**config.mk**
```make
export PLATFORM = sky130hd
export DESIGN_NAME = ddr3_wr_queue
export DESIGN_NICKNAME = d
export VERILOG_FILES = /design/src/rtl/ddr3_wr_queue.sv
export SDC_FILE = /design/constraint.sdc
export NUM_CORES = 1
export LEC_CHECK = 0
export BUFFER_PORTS_ARGS = -buffer_cell sky130_fd_sc_hd__buf_2
export CAP_MARGIN = 10
export CELL_PAD_IN_SITES_DETAIL_PLACEMENT = 1
export CELL_PAD_IN_SITES_GLOBAL_PLACEMENT = 1
export CORE_MARGIN = 4
export CORE_UTILIZATION = 30
export CTS_BUF_LIST = sky130_fd_sc_hd__clkbuf_8 sky130_fd_sc_hd__clkbuf_16
export DETAILED_ROUTE_END_ITERATION = 7
export GPL_ROUTABILITY_DRIVEN = 1
export HOLD_SLACK_MARGIN = 0.05
export PLACE_DENSITY = 0.58
export SYNTH_ARGS = -nofsm -noshare
export SYNTH_HDL_FRONTEND = slang
export SYNTH_SLANG_ARGS = --single-unit
```
**constraint.sdc**
```tcl
create_clock -name clk -period 9.21 [get_ports clk]
set_input_delay 2.3025 -clock clk [delete_from_list [all_inputs] [get_ports clk]]
set_output_delay 2.3025 -clock clk [all_outputs]
set_load 0.005 [all_outputs]
```
**src/rtl/ddr3_wr_queue.sv**
```systemverilog
// Posted-write FIFO ahead of the DDR3 controller write agent.
// The head entry is shown combinationally on WrAddr/WrData and retired on each WrGnt.
module ddr3_wr_queue #(
  parameter int ADDR_W = 28,
  parameter int DATA_W = 16,
  parameter int DEPTH  = 16,
  parameter int AFULL  = 12
) (
  input  logic                       clk,
  input  logic                       resetn,
  input  logic                       wr_valid,
  output logic                       wr_ready,
  input  logic [ADDR_W-1:0]          wr_addr,
  input  logic [DATA_W-1:0]          wr_data,
  input  logic                       flush,
  output logic                       WrReq,
  input  logic                       WrGnt,
  output logic [ADDR_W-1:0]          WrAddr,
  output logic [DATA_W-1:0]          WrData,
  output logic [$clog2(DEPTH):0]     level,
  output logic                       empty,
  output logic                       full,
  output logic                       almost_full,
  output logic                       err_gnt
);
  localparam int L = $clog2(DEPTH);
  localparam int ENT_W = ADDR_W + DATA_W;
  localparam logic [L-1:0] PTR_ONE = L'(1);
  localparam logic [L:0]   LVL_ONE = (L+1)'(1);
  localparam logic [L:0]   LVL_MAX = (L+1)'(DEPTH);
  localparam logic [L:0]   LVL_AF  = (L+1)'(AFULL);

  logic [ENT_W-1:0] mem_q [DEPTH];
  logic [L-1:0]     rd_ptr_q, rd_ptr_d, wr_ptr_q, wr_ptr_d;
  logic [L:0]       level_q, level_d;
  logic             err_q, err_d;
  logic             push, pop;
  logic [ENT_W-1:0] head;

  assign empty       = (level_q == '0);
  assign full        = (level_q == LVL_MAX);
  assign almost_full = (level_q >= LVL_AF);
  assign level       = level_q;
  assign err_gnt     = err_q;

  assign wr_ready = resetn & ~full & ~flush;
  assign WrReq    = ~empty;
  // Flush masks the grant so a discarded head is never counted as popped.
  assign push     = wr_valid & wr_ready;
  assign pop      = WrGnt & WrReq & ~flush;

  assign head   = empty ? '0 : mem_q[rd_ptr_q];
  assign WrAddr = head[ENT_W-1:DATA_W];
  assign WrData = head[DATA_W-1:0];

  always_comb begin
    rd_ptr_d = rd_ptr_q;
    wr_ptr_d = wr_ptr_q;
    level_d  = level_q;
    err_d    = err_q | (WrGnt & empty);
    if (flush) begin
      rd_ptr_d = '0;
      wr_ptr_d = '0;
      level_d  = '0;
    end else begin
      if (push) wr_ptr_d = wr_ptr_q + PTR_ONE;
      if (pop)  rd_ptr_d = rd_ptr_q + PTR_ONE;
      case ({push, pop})
        2'b10:   level_d = level_q + LVL_ONE;
        2'b01:   level_d = level_q - LVL_ONE;
        default: level_d = level_q;
      endcase
    end
  end

  always_ff @(posedge clk or negedge resetn) begin
    if (!resetn) begin
      rd_ptr_q <= '0;
      wr_ptr_q <= '0;
      level_q  <= '0;
      err_q    <= 1'b0;
    end else begin
      rd_ptr_q <= rd_ptr_d;
      wr_ptr_q <= wr_ptr_d;
      level_q  <= level_d;
      err_q    <= err_d;
    end
  end

  // Storage is deliberately left unreset; only the pointers give it meaning.
  always_ff @(posedge clk) begin
    if (push) mem_q[wr_ptr_q] <= {wr_addr, wr_data};
  end
endmodule

```
Word-level counts from Yosys, hierarchy flattened

Memories as Yosys holds them, arrays and structs flattened.
Cells that the tools add are included.

Bits in registers: 14
Logic and storage cells: 36
RAM bits: 704
Bits in latches: 0
Memories kept: 1
Bits in read-only memories: 0

Magnitude comparators: 1
Shift operators: 0
Bitwise operators: 10
Muxes and demuxes: 9
Multipliers: 0
Reductions and logical operators: 4
Add/sub/neg operators: 4
Equality and inequality tests: 3
Div/mod/pow operators: 0

Memory list:

| name  | words | bits a word | rd ports | clocked after memory_dff | write ports | RTL line | RTL |
|---|---|---|---|---|---|---|---|
| mem_q | 16    | 44          | 1        | 0                        | 1           | 33       | `logic [ENT_W-1:0] mem_q [DEPTH];` |

Operators with widths:

| operator              | count |
|---|---|
| $mux W44              | 1 |
| $mux W4               | 4 |
| $pmux W5 S2           | 1 |
| $add A4 B1 Y4 const B | 2 |
| $and A1 B1 Y1         | 6 |
| $add A5 B1 Y5 const B | 1 |
| $eq A5 B5 Y1 const B  | 1 |
| $ge A5 B4 Y1 const B  | 1 |
| $logic_not A5 Y1      | 1 |
| $mux W5               | 1 |
| $sub A5 B1 Y5 const B | 1 |
| $reduce_bool A2 Y1    | 2 |
| $not A1 Y1            | 3 |
| $reduce_bool A3 Y1    | 1 |
| $eq A2 B1 Y1 const B  | 1 |
| $eq A2 B2 Y1 const B  | 1 |
| $mux W1               | 2 |
| $or A1 B1 Y1          | 1 |

Longest topological paths before layout

Gate-level depths: netlist of the first run.

Depth after elaboration: 8
Depth in mapped cells: 11

Worst setup path after synthesis of the first run

OpenSTA, ideal clock, no wires.

Path type: in2reg
From: in flush
To: mem mem_q[0][0] (netlist name), enable pin
Setup time: 0.555 ns
Buffers on the path: 1
Path slack: 1.556 ns
Data arrival time: 7.098 ns
Stages on the path: 4
Cell sequence: clkbuf_1 -> nor2b_1 -> o211ai_1 -> nor4_1

Word-level cells in the longest chain between the ends: 5

RTL lines:

| what                          | RTL line | RTL |
|---|---|---|
| start, declared               | 15       | `input logic flush,` |
| $not A1 Y1                    | 46       | `assign wr_ready = resetn & ~full & ~flush;` |
| $and A1 B1 Y1                 | 46       |  |
| $and A1 B1 Y1                 | 49       | `assign push = wr_valid & wr_ready;` |
| $mux W1                       | 92       | `if (push) mem_q[wr_ptr_q] <= {wr_addr, wr_data};` |
| $mux W1 (implied by the code) | 92       |  |
| end, declared                 | 33       |  |

No other way between the ends.

Worst setup path after layout of the first run

From: reg rd_ptr_q[0]
To: out WrData[2]

Word-level cells in the longest chain between the ends: 2

RTL lines:

| what                   | RTL line | RTL |
|---|---|---|
| start, declared        | 34       | `logic [L-1:0] rd_ptr_q, rd_ptr_d, wr_ptr_q, wr_ptr_d;` |
| start signal, assigned | 83       | `rd_ptr_q <= rd_ptr_d;` |
| $mem_v2 Z16 W44        | -        |  |
| $mux W44               | 52       | `assign head = empty ? '0 : mem_q[rd_ptr_q];` |
| end, declared          | 19       | `output logic [DATA_W-1:0] WrData,` |

No other way between the ends.

==> metrics.csv, run 1 <==
stage,metric,value,unit
timing,finalHoldViolations,0,
critical_path,setup.reg_to_reg.worst_slack,6.02,ns
critical_path,cp_startpoint_kind,flip-flop,
grt,grt_first_pass_wirelength,97.10,mm
critical_path,worst_r2r_endpoint,mem_q[8][16]$_DFFE_PP_,
timing,post-route-min-period,5.991,ns
clocking,htreeDepth,3,
yosys,postSynth.asyncResetShare,0.01950,
yosys,mean_instance_size_in_the_synthesized_netlist,24.12,um^2
route,detail_route.wirelength,66.02,mm
timing,slew_margin_rel,0.2878,
die,floorplan.die.width,311.7,um
critical_path,timing.setup.critical_path_class,reg2out,
route,via_count,12440,
timing,timing.final.max_slew_violations,0,
die,floorplan.initialDensity,0.3022,
clocking,clock_latency,0.62,ns
timing,worst_hold_slack_across_all_endpoints,0.4540,ns
run,maxCapViolCount,0,
critical_path,critPathBufInv,2,
die,ioPinCount,104,
clocking,post_cts_repair_setup_buffers,0,
power,pwr-share-seq,0.444,
timing,fin_crit_sh,0.6505,
critical_path,cp_slowest_cell,sky130_fd_sc_hd__dfrtp_4,
yosys,syn-num-nets,1203,
critical_path,cp-end-kind,output pin,
route,routed_via_density,4.898,
route,dr.first_iter.drc_count,864,
place,detailed_placement_hpwl,32.45,mm
power,sw_frac_of_total,0.2512,
die,fp.dieH,311.7,um
die,floorplan.die_area,97130,um^2
layout,design.final.nets,1346,
power,switchingPower,2089,uW
route,postRouteAntennaNets,0,
critical_path,timing.critical_path.slowest_cell_delay,0.83,ns
clocking,clock_sinks,718,
clocking,postCtsResizedCells,0,
power,power_density_over_the_cells,258.8,nW/um^2
place,gp_congestion,0.6904,
timing,timing_worst_slew_pin_value,1.068,ns
timing,achievable-frequency,0.1669,GHz
critical_path,r2r.worst_path.cells,6,
grt,gr-total-overflow,0,
yosys,synth.distinct_cells,45,
clocking,clock_tree.buffer_depth,3,
power,total_leakage_power,0.009901,uW
critical_path,cpLargestDelayFamily,multiplexers,
timing,grt_setup_unrepaired,false,
critical_path,cp_data_required_time,6.91,ns
clocking,holdBufCountCts,0,
power,vdd_drop_max,0.1465,mV
die,core_area,91520,um^2
critical_path,worst_setup_path_startpoint,rd_ptr_q[0]$_DFFE_PN0P_,
critical_path,path_cells,"buf_12, mux4_2, mux4_2, and2_1, buf_2",
layout,final_util,0.3512,
clocking,root_buffer,sky130_fd_sc_hd__clkbuf_16,
grt,grt_max_degree,153,
route,drc,0,
die,rows,111,
min_path,timing.hold.worst.class,reg2reg,
route,firstDrtPassIters,4,
outcome,status,"complete, no violations",
yosys,synth-edff-count,704,
yosys,netlist_instances,1147,
power,clock_network_power_share,0.362,
yosys,synthFlopType,sky130_fd_sc_hd__edfxtp_1,
critical_path,critPathArrivalTime,3.69,ns
layout,layout.area.seq,21500,um^2
layout,final_layout_size_suffix_gt1_frac,0.3481,
power,total_power,8317,uW
clocking,path_clk_slew,0.06,ns
layout,multi_input_area,5944,um^2
critical_path,cpMostUsedCell,sky130_fd_sc_hd__mux4_2,
yosys,ys.warnings.count,0,
critical_path,crit_path_max_fo,98,
power,p_comb_frac,0.194,
critical_path,critical_path_depth,5,
grt,initial_antenna_violation_count,16,
timing,finalClockSkew,0.02397,ns
place,port_buffers,103,
layout,layout-area-overhead-vs-synth,16.19,%
layout,fill_cells,8811,
yosys,sequential_share_of_the_synthesized_area,0.7769,
critical_path,rr_startpoint,level[2]$_DFFE_PN0P_,
grt,grt_pass1_vias,13820,
yosys,netlist_area,27660,um^2
grt,grt.total_usage,0.1362,
critical_path,worst_setup_path_endpoint,WrData[2],
timing,setup-violations-final,0,
power,intPower,6228,uW
clocking,inserted_clock_buffers,75,
timing,setup_total_negative_slack,0,ns
route,routedWlPerCell,25.99,um
clocking,cts_tree,yes,
yosys,synth.ff_latch_count,718,
-- layout make-up --
cell class                 instances  area share
antenna                            4   0.0003114
clock buffer                      77     0.05995
clock inverter                    60     0.01631
inverter                           9    0.001051
multi-input combinational        360      0.1850
sequential                       718      0.6691
tap                             1186     0.04617
timing repair buffer             126     0.02219
-- worst min path at each step --
stage / cells past startpoint / slack (ns) / to / from
global placement: 1 / 0.44 / err_gnt$_DFF_PN0_ / err_gnt$_DFF_PN0_
finish: 1 / 0.45 / err_gnt$_DFF_PN0_ / err_gnt$_DFF_PN0_
global route: 1 / 0.47 / err_gnt$_DFF_PN0_ / err_gnt$_DFF_PN0_
detailed placement: 1 / 0.45 / err_gnt$_DFF_PN0_ / err_gnt$_DFF_PN0_
CTS: 1 / 0.46 / err_gnt$_DFF_PN0_ / err_gnt$_DFF_PN0_
floorplan: 1 / 0.45 / err_gnt$_DFF_PN0_ / err_gnt$_DFF_PN0_
-- worst register-to-register path, delay by kind of cell, from the launching register on --
kind | cells | cell delay (ns)
and+or+nand+nor | 4 | 1.42
buffers and inverters | 1 | 0.56
DFF | 1 | 0.54
AOI/OAI and AO/OA | 1 | 0.28
-- power groups by stage --
stage / clock, uW / sequential (uW) / combinational [uW]
after floorplan: 0 / 3700 / 1160
after global placement: 0 / 3760 / 1660
after detailed placement: 0 / 3770 / 1680
after CTS: 3100 / 3700 / 1680
after global routing: 3250 / 3700 / 1770
final: 3010 / 3690 / 1610
-- cell usage after synthesis, drive strengths merged, types with 2 or more instances --
master,number,share of area
a21oi,3,0.00054
a31oi,2,0.0010
and2,52,0.012
and3,2,0.00045
buf,33,0.0057
clkbuf,27,0.0037
dfrtp,14,0.013
edfxtp,704,0.76
ha,7,0.0032
inv,9,0.0012
mux4,220,0.18
nand2,11,0.0015
nand2b,2,0.00045
nand3,3,0.00054
nand4,2,0.00045
nor2,14,0.0019
nor2b,3,0.00068
nor4,6,0.0016
o211ai,2,0.00054
o21ai,6,0.0011
o31ai,2,0.00054
or3,3,0.00086
or4,2,0.00068
xnor2,3,0.00095
xor2,3,0.00095
-- state kept, by name (all words and copies together), names as in the netlist --
| signal | cells |
|---|---|
| mem_q | 704 |
| rd_ptr_q | 4 |
| level | 5 |
| wr_ptr_q | 4 |
| err_gnt | 1 |
-- routing by layer --
layer / vias up / GRT usage / share of wire
met5: - / 0 / 0.0013
met3: 84 / 0.03352 / 0.061
met4: 12 / 0.03582 / 0.017
li1: 5207 / - / -
met2: 287 / 0.2353 / 0.51
met1: 6851 / 0.1723 / 0.41
-- kinds of logic (layout without fill, tap and decap cells) --
group           after synthesis  count (layout)  share of synthesized area
mux                         221             221                     0.1795
flops                       718             718                     0.7769
xor+xnor                      6               6                   0.001900
other cells                   0               4                          0
compound gates               23              23                   0.006152
simple gates                103             103                    0.02171
fa+ha+maj                     7               7                   0.003166
buf+inv                      69             272                    0.01063
-- stage by stage --
stage	worst slack (ns)	instance area (um^2)	cells
floorplan	1.556	27660	1147
global placement	3.664	29680	2399
detailed placement	3.676	29680	2399
CTS	3.062	32130	2536
global route	2.936	32130	2536
finish	3.219	32140	2540
-- cells in the final DEF, fill, tap and decap left out, types with 3 or more instances in the layout --
cell type / instances
sky130_fd_sc_hd__a21oi_1: 3
sky130_fd_sc_hd__and2_1: 44
sky130_fd_sc_hd__and2_2: 8
sky130_fd_sc_hd__buf_2: 103
sky130_fd_sc_hd__buf_4: 21
sky130_fd_sc_hd__bufinv_16: 9
sky130_fd_sc_hd__clkbuf_16: 77
sky130_fd_sc_hd__clkinv_1: 19
sky130_fd_sc_hd__clkinv_2: 6
sky130_fd_sc_hd__dfrtp_1: 10
sky130_fd_sc_hd__dfrtp_4: 3
sky130_fd_sc_hd__diode_2: 4
sky130_fd_sc_hd__edfxtp_1: 704
sky130_fd_sc_hd__ha_1: 7
sky130_fd_sc_hd__inv_1: 28
sky130_fd_sc_hd__mux4_2: 220
sky130_fd_sc_hd__nand2_1: 10
sky130_fd_sc_hd__nand3_1: 3
sky130_fd_sc_hd__nor2_1: 10
sky130_fd_sc_hd__nor2_4: 4
sky130_fd_sc_hd__nor2b_1: 3
sky130_fd_sc_hd__nor4_2: 5
sky130_fd_sc_hd__o21ai_0: 4
sky130_fd_sc_hd__xnor2_1: 3
sky130_fd_sc_hd__xor2_1: 3
No activity file was read; power rests on OpenSTA's default activity.
==> run 2, diff against run 1 <==
--- a/config.mk
+++ b/config.mk
@@ -5,6 +5,7 @@
 export SDC_FILE = /design/constraint.sdc
 export NUM_CORES = 1
 export LEC_CHECK = 0
+export ABC_AREA = 1
 export BUFFER_PORTS_ARGS = -buffer_cell sky130_fd_sc_hd__buf_2
 export CAP_MARGIN = 10
 export CELL_PAD_IN_SITES_DETAIL_PLACEMENT = 1
@@ -15,7 +16,7 @@
 export DETAILED_ROUTE_END_ITERATION = 7
 export GPL_ROUTABILITY_DRIVEN = 1
 export HOLD_SLACK_MARGIN = 0.05
-export PLACE_DENSITY = 0.58
+export PLACE_DENSITY = 0.62
 export SYNTH_ARGS = -nofsm -noshare
 export SYNTH_HDL_FRONTEND = slang
 export SYNTH_SLANG_ARGS = --single-unit
==> constraint.sdc (replaced) <==
create_clock -name clk -period 5.2 [get_ports clk]
set_input_delay 1.3 -clock clk [delete_from_list [all_inputs] [get_ports clk]]
set_output_delay 1.3 -clock clk [all_outputs]
set_load 0.005 [all_outputs]
==> metrics.csv, run 2 <==
stage,metric,value,unit
outcome,status,"complete, no violations",
yosys,synth-edff-count,704,
critical_path,cp_startpoint_kind,flip-flop,
timing,finalHoldViolations,0,
route,dr.first_iter.drc_count,1118,
die,core_area,94870,um^2
clocking,clock_latency,0.61,ns
layout,regMostFlops,mem_q,
power,pwr-share-seq,0.410,
clocking,post_cts_repair_setup_buffers,0,
grt,grt.total_usage,0.1589,
timing,achievable-frequency,0.2113,GHz
power,p_comb_frac,0.251,
route,postRouteAntennaNets,0,
yosys,netlist_area,28640,um^2
yosys,yosys-top-cells-count,"sky130_fd_sc_hd__edfxtp_1, sky130_fd_sc_hd__nand2_1, sky130_fd_sc_hd__a21oi_1",
clocking,clock_tree.buffer_depth,3,
route,drc,0,
route,routed_via_density,5.077,
yosys,synth.ff_latch_count,718,
layout,most-common-layout-cells,"sky130_fd_sc_hd__edfxtp_1, sky130_fd_sc_hd__nand2_1, sky130_fd_sc_hd__a21oi_1",
critical_path,critPathArrivalTime,3.43,ns
yosys,synth.largest_area_cell,sky130_fd_sc_hd__edfxtp_1,
yosys,synth.area.top_cells,"sky130_fd_sc_hd__edfxtp_1, sky130_fd_sc_hd__nand2_1, sky130_fd_sc_hd__a21oi_1",
power,clock_network_power_share,0.339,
power,switchingPower,4952,uW
yosys,mean_instance_size_in_the_synthesized_netlist,14.36,um^2
layout,mostFrequentLayoutCell,sky130_fd_sc_hd__edfxtp_1,
timing,post-route-min-period,4.733,ns
power,total_leakage_power,0.01113,uW
timing,timing_worst_slew_pin_value,1.149,ns
clocking,cts_tree,yes,
power,sw_frac_of_total,0.3130,
yosys,synth.distinct_cells,43,
power,power_density_over_the_cells,477.9,nW/um^2
yosys,ys.warnings.count,0,
place,pre_cts_ws,1.018,ns
die,rows,113,
route,routedWlPerCell,23.65,um
critical_path,crit_path_max_fo,64,
clocking,htreeDepth,3,
grt,grt_max_degree,135,
yosys,syn-num-nets,2050,
grt,initial_antenna_violation_count,7,
layout,largest_reg_flops,704,
timing,setup_total_negative_slack,0,ns
layout,layout.area.seq,21500,um^2
timing,finalClockSkew,0.02985,ns
clocking,clock_sinks,718,
clocking,holdBufCountCts,0,
timing,timing.final.max_slew_violations,0,
min_path,timing.hold.worst.class,reg2reg,
layout,final_layout_size_suffix_gt1_frac,0.1627,
timing,setup-violations-final,0,
layout,final_util,0.3490,
layout,layout-area-overhead-vs-synth,15.60,%
route,detail_route.wirelength,80.67,mm
yosys,synthFlopType,sky130_fd_sc_hd__edfxtp_1,
clocking,inserted_clock_buffers,74,
timing,setup_slack,0.4667,ns
die,fp.dieH,317.0,um
place,detailed_placement_hpwl,44.79,mm
critical_path,timing.setup.critical_path_class,reg2out,
yosys,postSynth.asyncResetShare,0.01950,
die,floorplan.die.width,317.0,um
die,floorplan.die_area,100500,um^2
power,intPower,10870,uW
yosys,netlist_instances,1994,
timing,grt_setup_unrepaired,false,
die,floorplan.initialDensity,0.3019,
place,port_buffers,103,
clocking,postCtsResizedCells,0,
power,vdd_drop_max,0.4448,mV
timing,slew_margin_rel,0.2338,
yosys,post-synth-top-area-fraction,0.7382,
route,via_count,17320,
grt,gr-total-overflow,0,
grt,grt_first_pass_wirelength,120.0,mm
clocking,root_buffer,sky130_fd_sc_hd__clkbuf_16,
layout,design.final.nets,2145,
layout,multi_input_area,6471,um^2
die,ioPinCount,104,
layout,fill_cells,9809,
yosys,sequential_share_of_the_synthesized_area,0.7504,
yosys,synth_most_common_cell,sky130_fd_sc_hd__edfxtp_1,
critical_path,cp-end-kind,output pin,
clocking,path_clk_slew,0.06,ns
grt,grt_pass1_vias,18690,
critical_path,cp_data_required_time,3.90,ns
timing,fin_crit_sh,0.9102,
route,firstDrtPassIters,5,
run,maxCapViolCount,0,
place,gp_congestion,0.7475,
run 2: critical path: stages, from the launching register on:
cell and delay (ns):
sky130_fd_sc_hd__dfrtp_4 0.68, sky130_fd_sc_hd__buf_4 0.81, sky130_fd_sc_hd__o21ai_0 0.23, sky130_fd_sc_hd__o22ai_1 0.24, sky130_fd_sc_hd__nand2_1 0.10, sky130_fd_sc_hd__a211oi_2 0.48
sky130_fd_sc_hd__buf_2 0.20
run 2: layer usage:
metal	wire length (um)	global-route usage
met2	40350	0.2754
met4	1486	0.04053
met3	3377	0.02183
met5	13	0
met1	35450	0.2107
run 2: final timing paths:
kind / end / from / slack (ns) / depth (start not counted)
min in group asynchronous: rd_ptr_q[1]$_DFFE_PN0P_ / resetn / 0.63 / 1
min: err_gnt$_DFF_PN0_ / err_gnt$_DFF_PN0_ / 0.48 / 1
max: WrAddr[26] / rd_ptr_q[1]$_DFFE_PN0P_ / 0.47 / 6
max reg2reg: mem_q[15][1]$_DFFE_PP_ / level[0]$_DFFE_PN0P_ / 2.41 / 7
max in group asynchronous: rd_ptr_q[0]$_DFFE_PN0P_ / resetn / 4.21 / 1
min reg2reg: err_gnt$_DFF_PN0_ / err_gnt$_DFF_PN0_ / 0.48 / 1
run 2: kinds of logic after synthesis:
| family | share of synthesized area |
|---|---|
| compound gates | 0.1086 |
| xor+xnor | 0.0006118 |
| fa+ha+maj | 0.003058 |
| buf+inv | 0.02809 |
| flops | 0.7504 |
| mux | 0.03076 |
| simple gates | 0.07851 |
run 2: layout make-up:
cell class	instances	area share
flip-flops and latches	718	0.6494
multi-input cells	1119	0.1955
clock buffers	83	0.06070
well taps	1265	0.04781
repair buffers	148	0.02880
clock inverters	49	0.01398
inverters	28	0.003779
diodes	1	0.00007559
run 2: power by group through the flow:
stage	Clock, uW	Combinational, uW	Sequential (uW)
after floorplan	0	2600	6570
after global placement	0	3920	6610
after detailed placement	0	4020	6610
after CTS	5490	4040	6490
after global routing	5750	4370	6490
final	5370	3960	6490
run 2: through the flow:
| stage | power (uW) | instance area (um^2) | hold slack [ns] | instances |
|---|---|---|---|---|
| detailed placement | 10640 | 30630 | 0.4628 | 3278 |
| finish | 15820 | 33110 | 0.4841 | 3411 |
| global placement | 10530 | 30630 | 0.4374 | 3278 |
| global route | 16610 | 33100 | 0.4847 | 3410 |
| CTS | 16020 | 33100 | 0.4759 | 3410 |
| floorplan | 9172 | 28640 | 0.4510 | 1994 |
